`src/rtl/icache_assoc_if.sv`:
```
// icache_assoc_if: fetch-side and memory-side signal bundle for icache_assoc
interface icache_assoc_if #(
  parameter int ADDR_W = 30,
  parameter int WORDS  = 4,
  parameter int CNT_W  = 32
);
  localparam int OFF_W = $clog2(WORDS);
  logic                      proc_read;
  logic [ADDR_W-1:0]         proc_addr;
  logic [31:0]               proc_rdata;
  logic                      proc_stall;
  logic                      flush;
  logic                      mem_read;
  logic [ADDR_W-OFF_W-1:0]   mem_addr;
  logic [32*WORDS-1:0]       mem_rdata;
  logic                      mem_ready;
  logic [CNT_W-1:0]          hit_cnt;
  logic [CNT_W-1:0]          miss_cnt;
  modport slave (
    input  proc_read, proc_addr, flush, mem_rdata, mem_ready,
    output proc_rdata, proc_stall, mem_read, mem_addr, hit_cnt, miss_cnt
  );
  modport master (
    output proc_read, proc_addr, flush, mem_rdata, mem_ready,
    input  proc_rdata, proc_stall, mem_read, mem_addr, hit_cnt, miss_cnt
  );
endinterface

```
`src/rtl/icache_assoc.sv`:
```
// icache_assoc: N-way set-associative read-only instruction cache with single-outstanding line fill
module icache_assoc #(
  parameter int ADDR_W = 30,
  parameter int WORDS  = 4,
  parameter int SETS   = 16,
  parameter int WAYS   = 2,
  parameter int CNT_W  = 32
) (
  input logic           clk,
  input logic           proc_reset_n,
  icache_assoc_if.slave bus
);
  localparam int OFF_W  = $clog2(WORDS);
  localparam int IDX_W  = $clog2(SETS);
  localparam int TAG_W  = ADDR_W - IDX_W - OFF_W;
  localparam int WAY_W  = (WAYS > 1) ? $clog2(WAYS) : 1;
  localparam int LINE_W = 32 * WORDS;
  typedef enum logic {IDLE, REFILL} state_t;
  state_t                  r_state, w_next;
  logic                    r_valid [WAYS][SETS];
  logic [TAG_W-1:0]        r_tag   [WAYS][SETS];
  logic [LINE_W-1:0]       r_data  [WAYS][SETS];
  logic [WAY_W-1:0]        r_rr    [SETS];
  logic [ADDR_W-OFF_W-1:0] r_mem_addr;
  logic [WAY_W-1:0]        r_victim, w_victim;
  logic                    r_victim_rr, w_victim_rr;
  logic                    r_flush_pend, r_post_fill;
  logic [CNT_W-1:0]        r_hit_cnt, r_miss_cnt;
  logic [OFF_W-1:0]        w_off;
  logic [IDX_W-1:0]        w_idx, w_fidx;
  logic [TAG_W-1:0]        w_tag, w_ftag;
  logic [WAYS-1:0]         w_match;
  logic [31:0]             w_rdata;
  logic                    w_hit, w_launch, w_fill, w_clear;
  assign w_off    = bus.proc_addr[OFF_W-1:0];
  assign w_idx    = bus.proc_addr[OFF_W +: IDX_W];
  assign w_tag    = bus.proc_addr[ADDR_W-1 -: TAG_W];
  assign w_fidx   = r_mem_addr[IDX_W-1:0];
  assign w_ftag   = r_mem_addr[ADDR_W-OFF_W-1 -: TAG_W];
  assign w_hit    = |w_match;
  assign w_launch = r_state == IDLE && bus.proc_read && !w_hit && !bus.flush;
  assign w_fill   = r_state == REFILL && bus.mem_ready;
  // a flush that lands on (or was pending before) fill completion voids the new line too
  assign w_clear  = (r_state == IDLE && bus.flush) || (w_fill && (r_flush_pend || bus.flush));
  // tag compare across ways; matches are one-hot so OR-ing masked words selects the hit word
  always_comb begin
    w_match = '0;
    w_rdata = '0;
    for (int w = 0; w < WAYS; w++) begin
      w_match[w] = r_valid[w][w_idx] && r_tag[w][w_idx] == w_tag;
      w_rdata   |= w_match[w] ? r_data[w][w_idx][32*w_off +: 32] : 32'd0;
    end
  end
  // victim: lowest-numbered invalid way, otherwise the set's round-robin pointer
  always_comb begin
    w_victim    = r_rr[w_idx];
    w_victim_rr = 1'b1;
    for (int w = WAYS - 1; w >= 0; w--)
      if (!r_valid[w][w_idx]) begin
        w_victim    = WAY_W'(w);
        w_victim_rr = 1'b0;
      end
  end
  // FSM state register
  always_ff @(posedge clk or negedge proc_reset_n)
    if (!proc_reset_n) r_state <= IDLE;
    else               r_state <= w_next;
  // FSM next state: leave IDLE on a launched miss, leave REFILL on mem_ready
  always_comb w_next = (r_state == IDLE) ? (w_launch ? REFILL : IDLE) : (bus.mem_ready ? IDLE : REFILL);
  // FSM outputs: mem_read is the REFILL state flop itself, stall is combinational
  always_comb begin
    bus.proc_stall = bus.proc_read && (r_state != IDLE || !w_hit);
    bus.mem_read   = r_state == REFILL;
    bus.mem_addr   = r_mem_addr;
    bus.proc_rdata = w_rdata;
    bus.hit_cnt    = r_hit_cnt;
    bus.miss_cnt   = r_miss_cnt;
  end
  // valid bits and round-robin pointers; the pointer only moves when it chose the victim
  always_ff @(posedge clk or negedge proc_reset_n)
    if (!proc_reset_n) begin
      for (int w = 0; w < WAYS; w++) for (int s = 0; s < SETS; s++) r_valid[w][s] <= 1'b0;
      for (int s = 0; s < SETS; s++) r_rr[s] <= '0;
    end else if (w_clear) begin
      for (int w = 0; w < WAYS; w++) for (int s = 0; s < SETS; s++) r_valid[w][s] <= 1'b0;
      for (int s = 0; s < SETS; s++) r_rr[s] <= '0;
    end else if (w_fill) begin
      r_valid[r_victim][w_fidx] <= 1'b1;
      if (r_victim_rr) r_rr[w_fidx] <= (WAYS > 1) ? r_rr[w_fidx] + 1'b1 : '0;
    end
  // tag and line storage, written only by a completing fill and never reset
  always_ff @(posedge clk)
    if (w_fill) begin
      r_tag[r_victim][w_fidx]  <= w_ftag;
      r_data[r_victim][w_fidx] <= bus.mem_rdata;
    end
  // miss bookkeeping: line address, victim choice, pending flush and post-fill marker
  always_ff @(posedge clk or negedge proc_reset_n)
    if (!proc_reset_n) begin
      r_mem_addr   <= '0;
      r_victim     <= '0;
      r_victim_rr  <= 1'b0;
      r_flush_pend <= 1'b0;
      r_post_fill  <= 1'b0;
    end else begin
      if (w_launch) begin
        r_mem_addr  <= {w_tag, w_idx};
        r_victim    <= w_victim;
        r_victim_rr <= w_victim_rr;
      end
      r_flush_pend <= r_state == REFILL && !w_fill && (r_flush_pend || bus.flush);
      r_post_fill  <= w_fill;
    end
  // saturating hit/miss counters; the hit that consumes a fresh fill is not a hit
  always_ff @(posedge clk or negedge proc_reset_n)
    if (!proc_reset_n) begin
      r_hit_cnt  <= '0;
      r_miss_cnt <= '0;
    end else begin
      if (r_state == IDLE && bus.proc_read && w_hit && !r_post_fill && r_hit_cnt != '1) r_hit_cnt <= r_hit_cnt + 1'b1;
      if (w_launch && r_miss_cnt != '1) r_miss_cnt <= r_miss_cnt + 1'b1;
    end
endmodule

```
`src/flat_wrapper.sv`:
```
// flat-port wrapper written by rule: the top's interface ports become plain ports
module icache_assoc_flat 
#(
  parameter int ADDR_W = 30,
  parameter int WORDS  = 4,
  parameter int SETS   = 16,
  parameter int WAYS   = 2,
  parameter int CNT_W  = 32
)
  (clk, proc_reset_n, bus_proc_read, bus_proc_addr, bus_flush, bus_mem_rdata, bus_mem_ready, bus_proc_rdata, bus_proc_stall, bus_mem_read, bus_mem_addr, bus_hit_cnt, bus_miss_cnt);
  icache_assoc_if #(.ADDR_W(ADDR_W), .WORDS(WORDS), .CNT_W(CNT_W)) bus_i ();
  input logic clk;
  input logic proc_reset_n;
  input wire logic [$bits(bus_i.proc_read)-1:0] bus_proc_read;
  input wire logic [$bits(bus_i.proc_addr)-1:0] bus_proc_addr;
  input wire logic [$bits(bus_i.flush)-1:0] bus_flush;
  input wire logic [$bits(bus_i.mem_rdata)-1:0] bus_mem_rdata;
  input wire logic [$bits(bus_i.mem_ready)-1:0] bus_mem_ready;
  output wire logic [$bits(bus_i.proc_rdata)-1:0] bus_proc_rdata;
  output wire logic [$bits(bus_i.proc_stall)-1:0] bus_proc_stall;
  output wire logic [$bits(bus_i.mem_read)-1:0] bus_mem_read;
  output wire logic [$bits(bus_i.mem_addr)-1:0] bus_mem_addr;
  output wire logic [$bits(bus_i.hit_cnt)-1:0] bus_hit_cnt;
  output wire logic [$bits(bus_i.miss_cnt)-1:0] bus_miss_cnt;
  assign bus_i.proc_read = bus_proc_read;
  assign bus_i.proc_addr = bus_proc_addr;
  assign bus_i.flush = bus_flush;
  assign bus_i.mem_rdata = bus_mem_rdata;
  assign bus_i.mem_ready = bus_mem_ready;
  assign bus_proc_rdata = bus_i.proc_rdata;
  assign bus_proc_stall = bus_i.proc_stall;
  assign bus_mem_read = bus_i.mem_read;
  assign bus_mem_addr = bus_i.mem_addr;
  assign bus_hit_cnt = bus_i.hit_cnt;
  assign bus_miss_cnt = bus_i.miss_cnt;
  icache_assoc #(.ADDR_W(ADDR_W), .WORDS(WORDS), .SETS(SETS), .WAYS(WAYS), .CNT_W(CNT_W)) u_core (.clk(clk), .proc_reset_n(proc_reset_n), .bus(bus_i));
endmodule
```
`config.mk`:
```
export PLATFORM = sky130hd
export DESIGN_NAME = icache_assoc_flat
export DESIGN_NICKNAME = d
export VERILOG_FILES = /design/src/rtl/icache_assoc_if.sv /design/src/rtl/icache_assoc.sv /design/src/flat_wrapper.sv
export SDC_FILE = /design/constraint.sdc
export NUM_CORES = 2
export LEC_CHECK = 0
export BUFFER_PORTS_ARGS = -buffer_cell sky130_fd_sc_hd__buf_2
export CAP_MARGIN = 10
export CORE_MARGIN = 1
export CORE_UTILIZATION = 24
export CTS_CLUSTER_SIZE = 8
export DETAILED_ROUTE_END_ITERATION = 10
export HOLD_SLACK_MARGIN = 0.03
export PLACE_DENSITY = 0.47
export SYNTH_ARGS = -nofsm -noshare
export SYNTH_HDL_FRONTEND = slang
export SYNTH_MEMORY_MAX_BITS = 65536
export SYNTH_SLANG_ARGS = --single-unit
```
`constraint.sdc`:
```
create_clock -name clk -period 10.4 [get_ports clk]
set_input_delay 1.56 -clock clk [delete_from_list [all_inputs] [get_ports clk]]
set_output_delay 1.56 -clock clk [all_outputs]
set_load 0.02 [all_outputs]
```
After elaboration in Yosys (flattened, before gate mapping). Memory sizes are Yosys's and may differ from the RTL's. Index checks and enable logic that the tools add are counted.

$add $sub $neg: 3. $lt $le $gt $ge: 5. Equality and inequality tests: 4. Shift operators: 2. Mux-type cells: 50. Bitwise gates (word level): 6. Reductions and logical operators: 28.

Operators by type and width (number): 2-to-1 mux 2048 bit (1); binary-select mux 128 bit (select 4 bit) (2); 2-to-1 mux 128 bit (5); demux 128 bit (select 4 bit) (1); 2-to-1 mux 384 bit (1); indexed part select 128 x 8 -> 32 bit (2); binary-select mux 24 bit (select 4 bit) (2); 2-to-1 mux 32 bit (4); 2-to-1 mux 24 bit (5); demux 24 bit (select 4 bit) (1); adder 32 x 1 -> 32 bit, second input constant (2); 2-to-1 mux 16 bit (4); != test 32 bit, second input constant (2); OR 32 bit (2); == test 24 bit (2); logical AND 1 bit (17); 2-to-1 mux 1 bit (17); binary-select mux 1 bit (select 4 bit) (4); bitwise mux 16 bit (1); demux 16 bit (select 1 bit) (1); >= comparator 5 bit, second input constant (2); NOT 4 -> 5 bit (2); less-than comparator 5 x 1 -> 1 bit, second input constant (1); demux 1 bit (select 4 bit) (1); 10 further kinds (16).

Flip-flop bits (word level): 145. Memory bits (writable): 4864. Bits of input ports: 163. Output and inout port bits: 126. Word-level logic and storage cells: 156. Memories kept: 2.

Memory list: u_core.r_data (depth 2, bits a word 2048, rd ports 2, clocked after memory_dff 0, write ports 1, line icache_assoc.sv:22) `logic [LINE_W-1:0] r_data [WAYS][SETS];`; u_core.r_tag (depth 2, bits a word 384, rd ports 2, clocked after memory_dff 0, write ports 1, line icache_assoc.sv:21) `logic [TAG_W-1:0] r_tag [WAYS][SETS];`.

Longest topological paths before layout.
Depth after elaboration: 12. Depth in mapped cells: 17. Gate-level depth less buffers: 10.

Worst setup path after synthesis. Ideal clock, no wire load.

Kind: input-to-reg. From: input bus_mem_ready. To: memory u_core.r_data[0][512] in the netlist's numbering (enable). Library setup time: 666 ps. Arrival time: 8484 ps. Data required time: 9734 ps. Setup slack: 1250 ps. Cell stages on the path: 5. Buffers on the path: 2. Cells stage by stage: and2_1 -> nand2b_1 -> clkbuf_1 -> clkbuf_1 -> nor2_1.

Longest elaborated chain between the ends: 3.

RTL lines: start, declared (line flat_wrapper.sv:18) `input wire logic [$bits(bus_i.mem_ready)-1:0] bus_mem_ready;`; logical AND 1 bit (line icache_assoc.sv:42) `assign w_fill = r_state == REFILL && bus.mem_ready;`; 2-to-1 mux 1 bit (line icache_assoc.sv:93) `if (w_fill) begin`; 2-to-1 mux 2048 bit (implied by the code) (line icache_assoc.sv:95) `r_data[r_victim][w_fidx] <= bus.mem_rdata;`; end, declared (line icache_assoc.sv:22).

Every way passes these cells.

Worst setup path in the final report.
From: input bus_proc_addr[4]. To: output bus_proc_rdata[24].

Longest elaborated chain between the ends: 8. Elaborated cells between the ends (all ways): 28. Those cells by class: eq/ne (2); shift (2); mux (20); bitwise (2); reduce/logical (2).

RTL lines: start, declared (line flat_wrapper.sv:15) `input wire logic [$bits(bus_i.proc_addr)-1:0] bus_proc_addr;`; NOT 4 -> 5 bit (implied by the code) (*) (line icache_assoc.sv:50, icache_assoc.sv:51); parallel branches: the longest is 6 deep, another holds binary-select mux 128 bit (select 4 bit); OR 32 bit (*) (line icache_assoc.sv:51) `w_rdata |= w_match[w] ? r_data[w][w_idx][32*w_off +: 32] : 32'd0;`; end, declared (line flat_wrapper.sv:19) `output wire logic [$bits(bus_i.proc_rdata)-1:0] bus_proc_rdata;`.

Mark *: on every way between the ends. The select of a mux whose other input is x is not followed.

==> run summary <==
SYNTHESIS
------------------------------------------------------------------------------------------
Top post-synthesis cells by area                                              sky130_fd_sc_hd__edfxtp_1 (76%), sky130_fd_sc_hd__mux4_2 (18%), sky130_fd_sc_hd__dfrtp_1 (1.9%)
Number of enable-type register cells in the synthesized netlist                       4864
Cell taking the most area after synthesis                                     sky130_fd_sc_hd__edfxtp_1
Mean cell area of the mapped netlist                                              24.5 um2
Top-count cell post-synth                                                     sky130_fd_sc_hd__edfxtp_1
Post-synthesis instance total                                                         7850
Primary flip-flop cell chosen by synthesis mapping                            sky130_fd_sc_hd__edfxtp_1
Number of synthesized register bits                                                   5009
Commonest cells in the synthesized netlist                                    sky130_fd_sc_hd__edfxtp_1 (4864), sky130_fd_sc_hd__mux4_2 (1549), sky130_fd_sc_hd__clkbuf_1 (215)
Number of distinct library cells after synthesis                                        71
Syn Nets                                                                              8015
Sequential cell area fraction in the yosys report                                    0.778
Yosys warns                                                                              0
Combined area of all synthesized cells                                           0.192 mm2
Synth async-reset ratio                                                             0.0289
Fraction of synthesized cell area taken by the top area cell type                    0.759

FINISH
------------------------------------------------------------------------------------------
Final standard cell count with taps included and fillers excluded                    19.3k
Area of the multi-input gates                                                   0.0410 mm2
FF+latch area                                                                    0.150 mm2
Filler cell count                                                                    77.0k
Share of final-layout standard cells stronger than drive strength 1                  0.329
Area delta synth->final                                                              17.7%
Total number of nets in the final design                                              8795

ROUTE
------------------------------------------------------------------------------------------
Via count                                                                            89.4k
Met1 WL                                                                             238 mm
Met3 layer wire length in the routed design                                        30.3 mm
Initial DRC count                                                                     8099
Met2 routed wirelength                                                              275 mm
Drc violations                                                                           0
Post-route ant nets                                                                      0
WL per Instance                                                                    28.9 um
Uppermost layer routed                                                                met5
Mean number of vias per cell                                                          4.62
Detailed-route wire length                                                          559 mm
Number of optimization iterations in the first detailed-route pass                       5

GRT
------------------------------------------------------------------------------------------
First-pass GRT wire length                                                          777 mm
Total grt overflow                                                                       0
Number of antenna violations at the first check in global routing                      120
Largest net degree at the start of global routing                                      136
Via count of the first global-routing pass                                           95.6k
Overall global routing resource usage                                                0.135

CLOCKING
------------------------------------------------------------------------------------------
Number of sinks driven by the clock tree                                              5009
Number of buffers added to fix hold violations after cts                                 0
Post-cts resize count                                                                    0
Number of buffers created by CTS                                                       697
Clk Latency, worst-skew pair                                                       1.08 ns
Root cell of the clock tree                                                   sky130_fd_sc_hd__clkbuf_16
Clock edge transition at the registers on the reported setup and hold paths        0.05 ns
Max Buffers Root-to-Sink                                                                 4
Setup Fix Bufs, Post-CTS                                                                 0
TritonCTS clock tree                                                                 built
Number of H-tree levels                                                                  6

WORST SETUP PATH
------------------------------------------------------------------------------------------
Slowest stage cell on the critical path                                       sky130_fd_sc_hd__buf_4
Endpoint type of the worst setup path                                           output pin
Maximum fanout encountered on the critical timing path                                  64
Arrival time reported for the critical path endpoint                               7.29 ns
Crit path cell chain                                                          buf_8 -> buf_4 -> mux4_2 -> mux2i_1 -> mux2i_1 -> xnor2_1 -> o21ai_0 -> nor3_1 -> buf_4 -> nand4_4 -> nand2b_1 -> nand2_1 -> buf_2
Category of the worst setup path launch point                                 primary input
Worst EP required                                                                  8.84 ns
Worst Path Class, Setup                                                          in -> out
CP peak stage delay                                                                0.93 ns

PLACEMENT
------------------------------------------------------------------------------------------
Global placer's final weighted congestion                                            0.762
Count of port buffers added during placement                                           288
Number of placed instances with taps included                                        18.5k
HPWL after detailed placement                                                       302 mm

OUTCOME
------------------------------------------------------------------------------------------
Status                                                                        complete, no violations

STA
------------------------------------------------------------------------------------------
Minimum clock period                                                               8.85 ns
Worst-margin pin slew                                                              1.23 ns
Total count of max-transition violations in the final report                             0
Max-slew headroom at the worst pin                                                   0.183
Final hold violation count                                                               0
Setup skew after layout                                                          0.0454 ns
Setup repair after global routing missed its margin                                     no
Total setup violations reported at the end of the flow                                   0
Post-Route Setup TNS                                                                  0 ns
Maximum operating frequency                                                        113 MHz
Share of the clock period used by the worst path                                     0.851

FLOORPLANNING
------------------------------------------------------------------------------------------
# rows                                                                                 328
Die height                                                                          897 um
Die W                                                                               897 um
Num ports                                                                              289
Initial core utilization                                                             0.241
Die Footprint                                                                    0.805 mm2
Core area                                                                        0.798 mm2

WORST HOLD PATH
------------------------------------------------------------------------------------------
Worst hold-check path type                                                      reg -> reg

POWER AND IR DROP
------------------------------------------------------------------------------------------
Maximum VDD drop                                                                0.000168 V
Pwr/cell area                                                                   199 mW/mm2
Leakage power summed over all cells                                                69.6 nW

FLOW RUN
------------------------------------------------------------------------------------------
Number of maximum-capacitance constraint violations                                      0

-- state kept, by name (all words and copies together) (netlist names) --
| signal | count |
|---|---|
| u_core.bus.mem_read | 1 |
| u_core.r_victim_rr | 1 |
| u_core.r_victim | 1 |
| u_core.r_tag | 768 |
| u_core.bus.mem_addr | 28 |
| u_core.bus.hit_cnt | 32 |
| u_core.bus.miss_cnt | 32 |
| u_core.r_valid | 32 |
| u_core.r_flush_pend | 1 |
| u_core.r_post_fill | 1 |
| u_core.r_rr | 16 |
| u_core.r_data | 4096 |
-- where the power goes --
part / internal (mW) / total [mW] / switching, mW
clock: 12.0 / 20.1 / 8.10
sequential: 22.6 / 22.8 / 0.231
combinational: 0.869 / 2.26 / 1.39
-- cell usage in the layout, fill, tap and decap left out, drive strengths merged, types with 3 or more instances in the layout --
| cell type | instances |
|---|---|
| edfxtp | 4864 |
| mux4 | 1549 |
| clkbuf | 783 |
| buf | 498 |
| dfrtp | 145 |
| nand2 | 111 |
| mux2i | 99 |
| nor2 | 93 |
| xnor2 | 80 |
| nand2b | 76 |
| a21oi | 59 |
| nand3 | 40 |
| xor2 | 37 |
| inv | 36 |
| mux2 | 29 |
| nor3 | 26 |
| clkinv | 26 |
| and3 | 22 |
| o21ai | 20 |
| diode | 19 |
| nand4 | 19 |
| a22oi | 16 |
| a311oi | 16 |
| nor4 | 16 |
| nor2b | 14 |
| and2 | 11 |
| o22ai | 8 |
| and4 | 8 |
| a221oi | 8 |
| a31oi | 6 |
| a22o | 4 |
| o21a | 4 |
| a211o | 4 |
| a2111oi | 4 |
| or3 | 3 |
| a211oi | 3 |
| or2 | 3 |
-- final timing paths --
kind,end,cells past startpoint,startpoint,slack [ns]
setup / recovery,bus_proc_rdata[24],13,bus_proc_addr[4],1.55
setup reg to reg,u_core.bus.mem_addr[18],10,u_core.r_tag[0][67],5.05
max in group asynchronous,u_core.bus.mem_addr[5],2,proc_reset_n,8.31
hold / removal,u_core.bus.hit_cnt[9],1,u_core.bus.hit_cnt[9],0.49
hold reg to reg,u_core.bus.hit_cnt[9],1,u_core.bus.hit_cnt[9],0.49
min in group asynchronous,u_core.bus.miss_cnt[18],1,proc_reset_n,0.57
-- cells by family (layout without fill, tap and decap cells) --
family	after synthesis	after routing	share of synthesized area
DFF	5009	5009	0.778
muxes	1677	1677	0.188
and+or+nand+nor	447	447	0.0120
buffers and inverters	430	1344	0.00993
AOI/OAI and AO/OA	168	168	0.00603
xor gates and xnor gates	117	117	0.00533
adders and majority gates	2	2	0.000130
other	0	19	0
-- per-layer routing --
layer | vias up | track usage
met3 | 854 | 0.0233
met4 | 40 | 0.0354
met5 | - | 0
li1 | 35272 | -
met2 | 2873 | 0.229
met1 | 50395 | 0.178
-- per-stage QoR --
stage | setup slack (ns) | utilization | area [um2] | hold WS, ns | power, mW
floorplan | 1.25 | - | 192000 | 0.445 | 24.4
global placement | 1.47 | 0.260 | 208000 | 0.477 | 25.4
CTS | 1.44 | 0.284 | 226000 | 0.488 | 45.7
detailed placement | 1.44 | 0.260 | 208000 | 0.467 | 25.5
finish | 1.55 | 0.284 | 226000 | 0.486 | 45.1
global route | 1.45 | 0.284 | 226000 | 0.501 | 46.5
-- final cells by class --
class | instances | share of cell area
flip-flops and latches | 5009 | 0.661
multi-input cells | 2411 | 0.181
clock buffers | 783 | 0.0791
well taps | 10560 | 0.0583
repair buffers | 498 | 0.0169
clock inverters | 50 | 0.00325
inverters | 13 | 0.000215
diodes | 19 | 0.000210
-- worst max-delay path, delay by kind of cell --
kind | cells | cell delay [ns]
simple gates | 4 | 2.15
buf+inv | 4 | 1.96
mux | 3 | 0.94
xor+xnor | 1 | 0.20
compound gates | 1 | 0.16
No activity file was read; power rests on OpenSTA's default activity.
